## src/rtl/enc_session_arbiter_if.sv

```systemverilog
`default_nettype none
// +------------------------------------------------------------------------+
// | enc_session_arbiter_if                                                 |
// | Requester-side and engine-side bus of the encryption session arbiter.  |
// | Rev 1.0                                                                |
// +------------------------------------------------------------------------+
interface enc_session_arbiter_if #(
    parameter int NREQ = 4,
    parameter int IDW  = 2
);
    logic [NREQ-1:0]   req;
    logic [NREQ-1:0]   req_validIn;
    logic [8*NREQ-1:0] req_plainByte;
    logic [NREQ-1:0]   grant;
    logic              busy;

    logic              eng_encRqst;
    logic              eng_validIn;
    logic [7:0]        eng_plainByte;
    logic              eng_rst;
    logic [7:0]        eng_encryptByte;
    logic              eng_validOut;
    logic              eng_done;

    logic [7:0]        out_byte;
    logic              out_valid;
    logic [IDW-1:0]    out_id;
    logic              sess_done;
    logic              sess_err;

    // Arbiter view
    modport slave (
        input  req, req_validIn, req_plainByte,
        input  eng_encryptByte, eng_validOut, eng_done,
        output grant, busy,
        output eng_encRqst, eng_validIn, eng_plainByte, eng_rst,
        output out_byte, out_valid, out_id, sess_done, sess_err
    );

    // Requesters plus engine view
    modport master (
        output req, req_validIn, req_plainByte,
        output eng_encryptByte, eng_validOut, eng_done,
        input  grant, busy,
        input  eng_encRqst, eng_validIn, eng_plainByte, eng_rst,
        input  out_byte, out_valid, out_id, sess_done, sess_err
    );
endinterface
`default_nettype wire

```

## src/rtl/enc_session_arbiter.sv

```systemverilog
`default_nettype none
// +------------------------------------------------------------------------+
// | enc_session_arbiter                                                    |
// | Round-robin owner selection and session sequencing for a shared        |
// | encryption engine, with a no-progress watchdog.  Rev 1.0               |
// +------------------------------------------------------------------------+
module enc_session_arbiter #(
    parameter int NREQ        = 4,
    parameter int IDW         = 2,
    parameter int TIMEOUT_CYC = 1024
) (
    input  wire logic            clk,
    input  wire logic            rst,
    enc_session_arbiter_if.slave bus
);
    localparam int             WDW        = $clog2(TIMEOUT_CYC + 1);
    localparam logic [WDW-1:0] C_WD_LIMIT = WDW'(TIMEOUT_CYC);
    localparam logic [IDW-1:0] C_LAST_ID  = IDW'(NREQ - 1);
    localparam logic [IDW:0]   C_NREQ     = (IDW + 1)'(NREQ);

    typedef enum logic [2:0] {
        S_IDLE    = 3'd0,
        S_START   = 3'd1,
        S_RUN     = 3'd2,
        S_RELEASE = 3'd3,
        S_ABORT   = 3'd4
    } state_t;

    state_t          r_state;
    state_t          w_state_nxt;
    logic [NREQ-1:0] r_grant;
    logic [IDW-1:0]  r_owner;
    logic [IDW-1:0]  r_rr_ptr;
    logic [WDW-1:0]  r_wd;

    logic            w_found;
    logic [IDW-1:0]  w_winner;
    logic [IDW:0]    w_cand;
    logic            w_sel_valid;
    logic [7:0]      w_sel_byte;
    logic            w_timeout;
    logic [IDW-1:0]  w_next_ptr;

    // Scan upward from rr_ptr with wrap; first hit wins.
    always_comb begin
        w_found  = 1'b0;
        w_winner = '0;
        w_cand   = '0;
        for (int i = 0; i < NREQ; i++) begin
            w_cand = {1'b0, r_rr_ptr} + (IDW + 1)'(i);
            if (w_cand >= C_NREQ) begin
                w_cand = w_cand - C_NREQ;
            end
            if (!w_found && bus.req[w_cand[IDW-1:0]]) begin
                w_found  = 1'b1;
                w_winner = w_cand[IDW-1:0];
            end
        end
    end

    always_comb begin
        w_sel_valid = 1'b0;
        w_sel_byte  = '0;
        for (int i = 0; i < NREQ; i++) begin
            if (r_owner == IDW'(i)) begin
                w_sel_valid = bus.req_validIn[i];
                w_sel_byte  = bus.req_plainByte[8*i +: 8];
            end
        end
    end

    assign w_timeout  = (r_wd == C_WD_LIMIT);
    assign w_next_ptr = (r_owner == C_LAST_ID) ? '0 : r_owner + IDW'(1);

    always_ff @(posedge clk) begin
        if (rst) begin
            r_state  <= S_IDLE;
            r_grant  <= '0;
            r_owner  <= '0;
            r_rr_ptr <= '0;
            r_wd     <= '0;
        end else begin
            r_state <= w_state_nxt;
            case (r_state)
                S_IDLE: begin
                    if (w_found) begin
                        r_grant <= NREQ'(1) << w_winner;
                        r_owner <= w_winner;
                    end
                end
                S_START: begin
                    r_wd <= '0;
                end
                S_RUN: begin
                    if (bus.eng_validOut) begin
                        r_wd <= '0;
                    end else if (!w_timeout) begin
                        r_wd <= r_wd + WDW'(1);
                    end
                end
                S_RELEASE, S_ABORT: begin
                    r_grant  <= '0;
                    r_rr_ptr <= w_next_ptr;
                end
                default: begin
                    r_grant <= '0;
                end
            endcase
        end
    end

    always_comb begin
        w_state_nxt       = r_state;
        bus.eng_encRqst   = 1'b0;
        bus.eng_validIn   = 1'b0;
        bus.eng_plainByte = '0;
        bus.out_valid     = 1'b0;
        bus.eng_rst       = 1'b0;
        bus.sess_done     = 1'b0;
        bus.sess_err      = 1'b0;
        case (r_state)
            S_IDLE: begin
                if (w_found) begin
                    w_state_nxt = S_START;
                end
            end
            S_START: begin
                bus.eng_encRqst = 1'b1;
                w_state_nxt     = S_RUN;
            end
            S_RUN: begin
                bus.eng_validIn   = w_sel_valid;
                bus.eng_plainByte = w_sel_byte;
                bus.out_valid     = bus.eng_validOut;
                // A completing engine beats a watchdog expiring in the same cycle.
                if (bus.eng_done) begin
                    w_state_nxt = S_RELEASE;
                end else if (w_timeout) begin
                    w_state_nxt = S_ABORT;
                end
            end
            S_RELEASE: begin
                bus.sess_done = 1'b1;
                w_state_nxt   = S_IDLE;
            end
            S_ABORT: begin
                bus.eng_rst  = 1'b1;
                bus.sess_err = 1'b1;
                w_state_nxt  = S_IDLE;
            end
            default: begin
                w_state_nxt = S_IDLE;
            end
        endcase
    end

    assign bus.busy     = (r_state != S_IDLE);
    assign bus.grant    = r_grant;
    assign bus.out_id   = r_owner;
    assign bus.out_byte = bus.eng_encryptByte;
endmodule
`default_nettype wire

```

## src/flat_wrapper.sv

```systemverilog
// flat-port wrapper written by rule: the top's interface ports become plain ports
module enc_session_arbiter_flat 
#(
    parameter int NREQ        = 4,
    parameter int IDW         = 2,
    parameter int TIMEOUT_CYC = 1024
)
  (clk, rst, bus_req, bus_req_validIn, bus_req_plainByte, bus_eng_encryptByte, bus_eng_validOut, bus_eng_done, bus_grant, bus_busy, bus_eng_encRqst, bus_eng_validIn, bus_eng_plainByte, bus_eng_rst, bus_out_byte, bus_out_valid, bus_out_id, bus_sess_done, bus_sess_err);
  enc_session_arbiter_if #(.NREQ(NREQ), .IDW(IDW)) bus_i ();
  input  wire logic clk;
  input  wire logic rst;
  input wire logic [$bits(bus_i.req)-1:0] bus_req;
  input wire logic [$bits(bus_i.req_validIn)-1:0] bus_req_validIn;
  input wire logic [$bits(bus_i.req_plainByte)-1:0] bus_req_plainByte;
  input wire logic [$bits(bus_i.eng_encryptByte)-1:0] bus_eng_encryptByte;
  input wire logic [$bits(bus_i.eng_validOut)-1:0] bus_eng_validOut;
  input wire logic [$bits(bus_i.eng_done)-1:0] bus_eng_done;
  output wire logic [$bits(bus_i.grant)-1:0] bus_grant;
  output wire logic [$bits(bus_i.busy)-1:0] bus_busy;
  output wire logic [$bits(bus_i.eng_encRqst)-1:0] bus_eng_encRqst;
  output wire logic [$bits(bus_i.eng_validIn)-1:0] bus_eng_validIn;
  output wire logic [$bits(bus_i.eng_plainByte)-1:0] bus_eng_plainByte;
  output wire logic [$bits(bus_i.eng_rst)-1:0] bus_eng_rst;
  output wire logic [$bits(bus_i.out_byte)-1:0] bus_out_byte;
  output wire logic [$bits(bus_i.out_valid)-1:0] bus_out_valid;
  output wire logic [$bits(bus_i.out_id)-1:0] bus_out_id;
  output wire logic [$bits(bus_i.sess_done)-1:0] bus_sess_done;
  output wire logic [$bits(bus_i.sess_err)-1:0] bus_sess_err;
  assign bus_i.req = bus_req;
  assign bus_i.req_validIn = bus_req_validIn;
  assign bus_i.req_plainByte = bus_req_plainByte;
  assign bus_i.eng_encryptByte = bus_eng_encryptByte;
  assign bus_i.eng_validOut = bus_eng_validOut;
  assign bus_i.eng_done = bus_eng_done;
  assign bus_grant = bus_i.grant;
  assign bus_busy = bus_i.busy;
  assign bus_eng_encRqst = bus_i.eng_encRqst;
  assign bus_eng_validIn = bus_i.eng_validIn;
  assign bus_eng_plainByte = bus_i.eng_plainByte;
  assign bus_eng_rst = bus_i.eng_rst;
  assign bus_out_byte = bus_i.out_byte;
  assign bus_out_valid = bus_i.out_valid;
  assign bus_out_id = bus_i.out_id;
  assign bus_sess_done = bus_i.sess_done;
  assign bus_sess_err = bus_i.sess_err;
  enc_session_arbiter #(.NREQ(NREQ), .IDW(IDW), .TIMEOUT_CYC(TIMEOUT_CYC)) u_core (.clk(clk), .rst(rst), .bus(bus_i));
endmodule
```

## config.mk

```make
export PLATFORM = sky130hd
export DESIGN_NAME = enc_session_arbiter_flat
export DESIGN_NICKNAME = d
export VERILOG_FILES = /design/src/rtl/enc_session_arbiter_if.sv /design/src/rtl/enc_session_arbiter.sv /design/src/flat_wrapper.sv
export SDC_FILE = /design/constraint.sdc
export NUM_CORES = 1
export LEC_CHECK = 0
export BUFFER_PORTS_ARGS = -buffer_cell sky130_fd_sc_hd__buf_2
export CAP_MARGIN = 30
export CORE_MARGIN = 1.5
export CORE_UTILIZATION = 45
export CTS_CLUSTER_DIAMETER = 80
export DETAILED_ROUTE_END_ITERATION = 16
export GPL_TIMING_DRIVEN = 0
export PLACE_DENSITY = 0.8
export SLEW_MARGIN = 10
export SYNTH_ARGS = -nofsm -noshare
export SYNTH_HDL_FRONTEND = slang
export SYNTH_SLANG_ARGS = --single-unit
```

## constraint.sdc

```tcl
create_clock -name clk -period 3.9 [get_ports clk]
set_input_delay 0.195 -clock clk [delete_from_list [all_inputs] [get_ports clk]]
set_output_delay 0.195 -clock clk [all_outputs]
set_load 0.05 [all_outputs]
```

==> results of run 1 <==
## routing by layer
| metal | vias up | GRT usage [%] |
|---|---|---|
| met4 | 0 | 4.44 |
| li1 | 848 | - |
| met5 | - | 0 |
| met1 | 761 | 23.0 |
| met3 | 4 | 3.26 |
| met2 | 39 | 37.0 |
## worst register-to-register path: stages (launching register included)
cell,delay [ns]
dfxtp_1,0.45
ha_1,0.18
clkbuf_1,0.34
buf_1,0.41
nor2_1,0.07
mux2i_1,0.14
nor2_1,0.05
## cells by family after synthesis
group | synth area share, %
XOR/XNOR | 6.20
AND/OR/NAND/NOR | 29.3
flip-flops | 28.0
multiplexers | 3.18
buffers and inverters | 10.1
adder cells (fa/ha/maj) | 4.77
AO/OA/AOI/OAI | 18.4
## cell type report
type                            count  share of cell area (%)
Buffer                             19                    5.81
Tap cell                           46                    2.84
Multi-Input combinational cell    150                    48.2
Sequential cell                    22                    21.8
Clock buffer                        4                    1.79
Inverter                           11                    2.04
Timing Repair Buffer               71                    17.6
## flip-flops by register name (all words and copies together), names as in the netlist
register	flops
u_core.r_wd	11
u_core.r_rr_ptr	2
u_core.r_state	3
u_core.bus.out_id	2
u_core.bus.grant	4
## power by group
| group | internal, mW | switching (mW) | total (mW) |
|---|---|---|---|
| Clock | 0.0570 | 0.0718 | 0.129 |
| Combinational | 0.0861 | 0.152 | 0.238 |
| Sequential | 0.234 | 0.00815 | 0.242 |
| Total | 0.377 | 0.232 | 0.609 |
## per-stage QoR
stage | setup WS (ns) | instance area, µm²
2_1_floorplan | 1.40 | 1570
3_3_place_gp | 1.83 | 1990
3_5_place_dp | 1.87 | 1990
4_1_cts | 1.50 | 2020
5_1_grt | 1.16 | 2020
6_report | 1.48 | 2020
## cells in the mapped netlist, drive strengths merged, types with 2 or more instances
cell type	n
ha	6
nand3	2
inv	11
or3	2
a21o	2
clkbuf	6
buf	13
a22oi	2
nor2	32
o21ai	6
and2b	2
xnor2	4
nor2b	9
o221ai	2
a22o	2
dfxtp	22
nand4	4
mux2i	5
nor3	12
xor2	5
a21oi	15
nand2	14
nor4	2
a221oi	8
## worst max path at each step
| stage | startpoint | to | slack, ns | cells past startpoint |
|---|---|---|---|---|
| 3_3_place_gp | u_core.bus.out_id[0] | bus_eng_plainByte[1] | 1.83 | 6 |
| 3_5_place_dp | u_core.bus.out_id[0] | bus_eng_plainByte[6] | 1.87 | 6 |
| 6_report | u_core.bus.out_id[1] | bus_eng_plainByte[0] | 1.48 | 9 |
| 4_1_cts | u_core.bus.out_id[0] | bus_eng_plainByte[6] | 1.50 | 6 |
| 5_1_grt | u_core.bus.out_id[1] | bus_eng_plainByte[1] | 1.16 | 9 |
| 2_1_floorplan | u_core.bus.out_id[1] | bus_eng_plainByte[6] | 1.40 | 8 |
==> results.sh, run 1 <==
export IMPL_die_area_um2=3860
export IMPL_ys_ff_latch=22
export IMPL_synth_top_area_cell="dfxtp_1"
export IMPL_vdd_drop_max_uv=217
export IMPL_reg2reg_to="u_core.r_rr_ptr[0]"
export IMPL_synthFlopType="dfxtp_1"
export IMPL_dp_hpwl_um=3000
export IMPL_yosysTopAreaCellShare_pct=28.0
export IMPL_synth_area_leaders="dfxtp_1 (28%), nor2_1 (7.6%), buf_4 (4.8%)"
export IMPL_nets=336
export IMPL_crit_type="register to output pin"
export IMPL_start_util_pct=47.2
export IMPL_setup_violations=0
export IMPL_clock_latency_ns=0.31
export IMPL_fmax_mhz=414
export IMPL_yosysWarnings=0
export IMPL_worstPathRequired_ns=3.70
export IMPL_clk_path_buf_depth=2
export IMPL_cts_clk_slew_worst_paths_ns=0.13
export IMPL_cp_end_kind="output pin"
export IMPL_drt_pass1_iterations=4
export IMPL_highest_layer="met4"
export IMPL_worst_slew_pin_slew_ns=0.465
export IMPL_dr_wl_met2_um=1970
export IMPL_max_stage_delay_ns=0.42
export IMPL_hold_class="primary input to register"
export IMPL_tritoncts="yes"
export IMPL_crit_path_max_fanout=8
export IMPL_grt_pass1_vias=1488
export IMPL_holdPathEnd="u_core.r_state[2]"
export IMPL_overflow=0
export IMPL_cts_max_level=1
export IMPL_syn_area_um2=1570
export IMPL_die_y_um=62.1
export IMPL_cts_resized=0
export IMPL_drt_vias_per_instance=5.11
export IMPL_cap_violations=0
export IMPL_ys_types=45
export IMPL_cts_sinks=22
export IMPL_status="complete, no violations"
export IMPL_numCtsBuffers=3
export IMPL_rows=21
export IMPL_grt_max_degree=13
export IMPL_multi_input_area_um2=975
export IMPL_wl_met1_um=1760
export IMPL_post_route_drc_count=0
export IMPL_yosysSeqAreaShare_pct=28.0
export IMPL_coreArea_um2=3340
export IMPL_cp_start_kind="register"
export IMPL_min_period_ns=2.42
export IMPL_critPathBufInv=3
export IMPL_n_antenna_cell=0
export IMPL_die_w_um=62.1
export IMPL_worstRegToRegCells=6
export IMPL_cp_top_family="buffers and inverters"
export IMPL_power_density_nw_per_um2=301
export IMPL_cts_setup_buffers=0
export IMPL_maxSlewViolCount=0
export IMPL_wl_met3_um=150
export IMPL_drt_first_iter_violations=72
export IMPL_finalNonFillerCells=323
export IMPL_place_congestion=0.869
export IMPL_total_power_mw=0.609
export IMPL_layout_drive_gt1_share_pct=34.7
export IMPL_async_flop_share_pct=0
export IMPL_ios=81
export IMPL_finClkSkew_ns=0.00416
export IMPL_dp_cells=319
export IMPL_synth_edf_count=0
export IMPL_port_buffers=71
export IMPL_ant_nets=0
export IMPL_layout_common_cells="buf_2 (72), nor2_1 (32), dfxtp_1 (22)"
export IMPL_syn_mean_instance_area_um2=7.79
export IMPL_final_common_cell="buf_2"
export IMPL_antenna_found_initial=0
export IMPL_register_area_um2=440
export IMPL_cts_hold_fix_buffers=0
export IMPL_cts_root_buffer="clkbuf_4"
export IMPL_final_fill_count=339
export IMPL_slew_headroom_pct=69.0
export IMPL_grt_setup_unrepaired="no"
export IMPL_path_cells="inv_1, ha_1, nor2b_1, clkbuf_1, a221oi_1, nor3_1, a21oi_1, nor2_1, buf_2"
export IMPL_hold_viol_final=0
export IMPL_routed_wl_um=3920
export IMPL_hold_slack_ns=0.0746
export IMPL_fin_tns_setup_ns=0
export IMPL_cp_slowest_cell="dfxtp_1"
export IMPL_syn_to_final_growth_pct=28.5
export IMPL_r2r_start="u_core.bus.out_id[0]"
export IMPL_period_share_pct=62.0
export IMPL_grt_pass1_wl_um=6400
export IMPL_cp_arrival_ns=2.22
export IMPL_ff2ff_setup_slack_ns=2.15
export IMPL_synthCells=202
export IMPL_holdCritStartpoint="bus_eng_done"
export IMPL_num_vias=1652
export IMPL_syn_num_nets=260
export IMPL_power_leakage_nw=0.950
export IMPL_holdPathStages=2
export IMPL_final_util_pct=60.6
export IMPL_track_usage_pct=19.6
export IMPL_wl_per_cell_um=12.1
Note: power is estimated with default switching activity, not from simulation.
==> run 2: changes to the inputs <==
ABC_AREA = 1   (was not set)
CORE_UTILIZATION = 43   (was 45)
PLACE_DENSITY = 0.78   (was 0.8)
clock period = 2.1 ns   (was 3.9 ns; I/O delays follow)
==> run 2 against run 1 <==
  * Utilization up 0.27 points
  * Critical path depth down 2
  * Sequential share of layout area down 3.8 points
  * Worst setup slack worse by 1.4 ns
  * Highest routed layer unchanged
  * Critical path type unchanged
  * Power rose to 4.9 times the previous value
  * Design area up 22%
  * Sequential cell count unchanged
  * Combinational power rose to 8.4 times the previous value
  * Clock-buffer cell count down 1
  * Global-route usage up 0.67 points
==> results.sh, run 2 <==
export IMPL_crit_type="register to output pin"
export IMPL_maxSlewViolCount=0
export IMPL_drt_pass1_iterations=4
export IMPL_power_leakage_nw=1.21
export IMPL_syn_to_final_growth_pct=33.5
export IMPL_cp_startpoint="u_core.bus.out_id[0]"
export IMPL_hold_viol_final=0
export IMPL_power_density_nw_per_um2=1200
export IMPL_worst_slew_pin_slew_ns=0.653
export IMPL_ys_ff_latch=22
export IMPL_drt_vias_per_instance=4.98
export IMPL_grt_setup_unrepaired="yes"
export IMPL_total_power_mw=2.96
export IMPL_drt_first_iter_violations=46
export IMPL_cts_root_buffer="clkbuf_8"
export IMPL_synth_area_leaders="dfxtp_1 (24%), nand2_1 (13%), a21oi_1 (9.5%)"
export IMPL_synth_top_family_by_area="simple AND/OR/NAND/NOR gates"
export IMPL_track_usage_pct=20.2
export IMPL_grt_pass1_vias=1855
export IMPL_synth_top_area_cell="dfxtp_1"
export IMPL_r2r_start="u_core.r_wd[0]"
export IMPL_regMostFlops="u_core.r_wd"
export IMPL_numCtsBuffers=3
export IMPL_synth_common_cells="nand2_1 (64), nor2_1 (38), a21oi_1 (35)"
export IMPL_cts_max_level=1
export IMPL_synth_xor_area_share_pct=1.89
export IMPL_die_area_um2=4710
export IMPL_cts_clk_slew_worst_paths_ns=0.08
export IMPL_synth_fa_ha_area_share_pct=4.06
export IMPL_finClkSkew_ns=0.00776
export IMPL_largest_reg_flops=11
export IMPL_synthCells=303
export IMPL_ios=81
export IMPL_layout_common_cells="nand2_1 (64), buf_2 (63), a21oi_1 (35)"
export IMPL_cap_violations=0
export IMPL_place_congestion=0.948
export IMPL_cts_sinks=22
export IMPL_async_flop_share_pct=0
export IMPL_rows=23
export IMPL_status="complete, no violations"
export IMPL_yosys_area_share_simple_pct=38.2
export IMPL_cts_setup_buffers=0
export IMPL_coreArea_um2=4060
export IMPL_holdCritStartpoint="rst"
export IMPL_grt_max_degree=14
export IMPL_cp_end_kind="output pin"
export IMPL_overflow=0
export IMPL_yosysTopAreaCellShare_pct=23.8
export IMPL_syn_mean_instance_area_um2=6.11
export IMPL_final_fill_count=387
export IMPL_post_route_drc_count=0
export IMPL_final_common_cell="nand2_1"
export IMPL_synth_mux_area_share_pct=0
export IMPL_synth_edf_count=0
export IMPL_clk_path_buf_depth=2
export IMPL_crit_path_max_fanout=10
export IMPL_cts_hold_fix_buffers=0
export IMPL_cp_start_kind="register"
export IMPL_start_util_pct=45.6
export IMPL_dp_hpwl_um=3770
export IMPL_wl_per_cell_um=11.2
export IMPL_antenna_found_initial=0
export IMPL_die_y_um=68.6
export IMPL_tritoncts="yes"
export IMPL_hold_slack_ns=0.0349
export IMPL_worstPathRequired_ns=2.00
export IMPL_hold_class="primary input to register"
export IMPL_syn_area_um2=1850
export IMPL_vdd_drop_max_uv=826
export IMPL_port_buffers=72
export IMPL_cp_arrival_ns=1.93
export IMPL_setup_violations=0
export IMPL_yosysSeqAreaShare_pct=23.8
export IMPL_syn_num_nets=361
export IMPL_routed_wl_um=4770
export IMPL_synthFlopType="dfxtp_1"
export IMPL_synth_compound_area_share_pct=18.3
export IMPL_min_period_ns=2.04
export IMPL_n_antenna_cell=0
export IMPL_period_share_pct=97.0
export IMPL_grt_pass1_wl_um=7480
export IMPL_fmax_mhz=491
export IMPL_ant_nets=0
export IMPL_yosysWarnings=0
export IMPL_num_vias=2121
export IMPL_ys_types=27
export IMPL_nets=435
export IMPL_die_w_um=68.6
export IMPL_slew_headroom_pct=56.1
export IMPL_synth_most_common_cell="nand2_1"
export IMPL_clock_latency_ns=0.26
export IMPL_layout_drive_gt1_share_pct=35.1
-- run 2: changes by cell type after synthesis, moves of 6 or more --
cell,change
a21oi_1,+21
a221oi_1,-8
nor2_1,+6
inv_1,+23
nand3_1,+16
o21ai_0,+7
nor2b_1,-9
o31ai_1,+9
nand2_2,+12
nand2_1,+50
-- run 2: final cells by class --
class	instances	area [µm²]	share of cell area [%]
Inverter	38	144	5.82
Sequential cell	22	443	17.9
Multi-Input combinational cell	225	1250	50.5
Clock inverter	1	30.0	1.22
Tap cell	50	62.6	2.53
Timing Repair Buffer	73	402	16.3
Buffer	14	101	4.10
Clock buffer	3	41.3	1.67
-- run 2: worst max-delay path, stage by stage (launching register included) --
cell	delay, ns
dfxtp_2	0.39
inv_1	0.09
ha_2	0.25
clkbuf_4	0.21
o31ai_1	0.28
o21ai_1	0.15
nor2_4	0.10
buf_4	0.19
-- run 2: cell families (layout without fill, tap and decap cells) --
family                     after synthesis  in the layout
buffers and inverters                   56            129
and+or+nand+nor                        154            154
adders and majority gates                6              6
xor gates and xnor gates                 4              4
DFF                                     22             22
AOI/OAI and AO/OA                       61             61
-- run 2: final timing paths --
path | cells past startpoint | to | slack, ns
worst min register to register | 2 | u_core.bus.grant[3] | 0.47
worst max-delay path | 7 | bus_eng_validIn | 0.06
worst max register to register | 9 | u_core.r_wd[3] | 0.51
worst min-delay path | 2 | u_core.r_wd[1] | 0.03
-- run 2: power breakdown --
group | total [mW] | leakage (nW) | internal (mW) | switching (mW)
Combinational | 1.99 | 0.997 | 0.622 | 1.36
Clock | 0.394 | 0.0357 | 0.255 | 0.140
Sequential | 0.585 | 0.180 | 0.502 | 0.0826
Total | 2.96 | 1.21 | 1.38 | 1.59
-- run 2: repair_timing --
| action | 4_1_cts | 5_1_grt |
|---|---|---|
| pin swaps | 0 | 0 |
| gates resized for setup | 19 | 7 |
| endpoints found under the setup margin | 9 | 9 |
-- run 2: layer usage --
| metal | wire, µm | vias up | track usage [%] |
|---|---|---|---|
| met2 | 2140 | 82 | 36.5 |
| met5 | 0 | - | 0 |
| met1 | 2140 | 915 | 24.2 |
| met3 | 434 | 4 | 3.41 |
| met4 | 46 | 0 | 6.25 |
| li1 | - | 1120 | - |
-- run 2: metrics by stage --
| stage | cell area (µm²) | setup slack (ns) | cells | setup TNS (ns) | util [%] |
|---|---|---|---|---|---|
| after global routing | 2470 | -0.0344 | 426 | -0.146 | 60.9 |
| final | 2470 | 0.0621 | 426 | 0 | 60.9 |
| after global placement | 2350 | 0.000391 | 425 | 0 | 57.9 |
| after CTS | 2450 | 0.0164 | 426 | 0 | 60.3 |
| after detailed placement | 2360 | 0.00875 | 426 | 0 | 58.2 |
| after floorplan | 1930 | 0.122 | 303 | 0 | - |
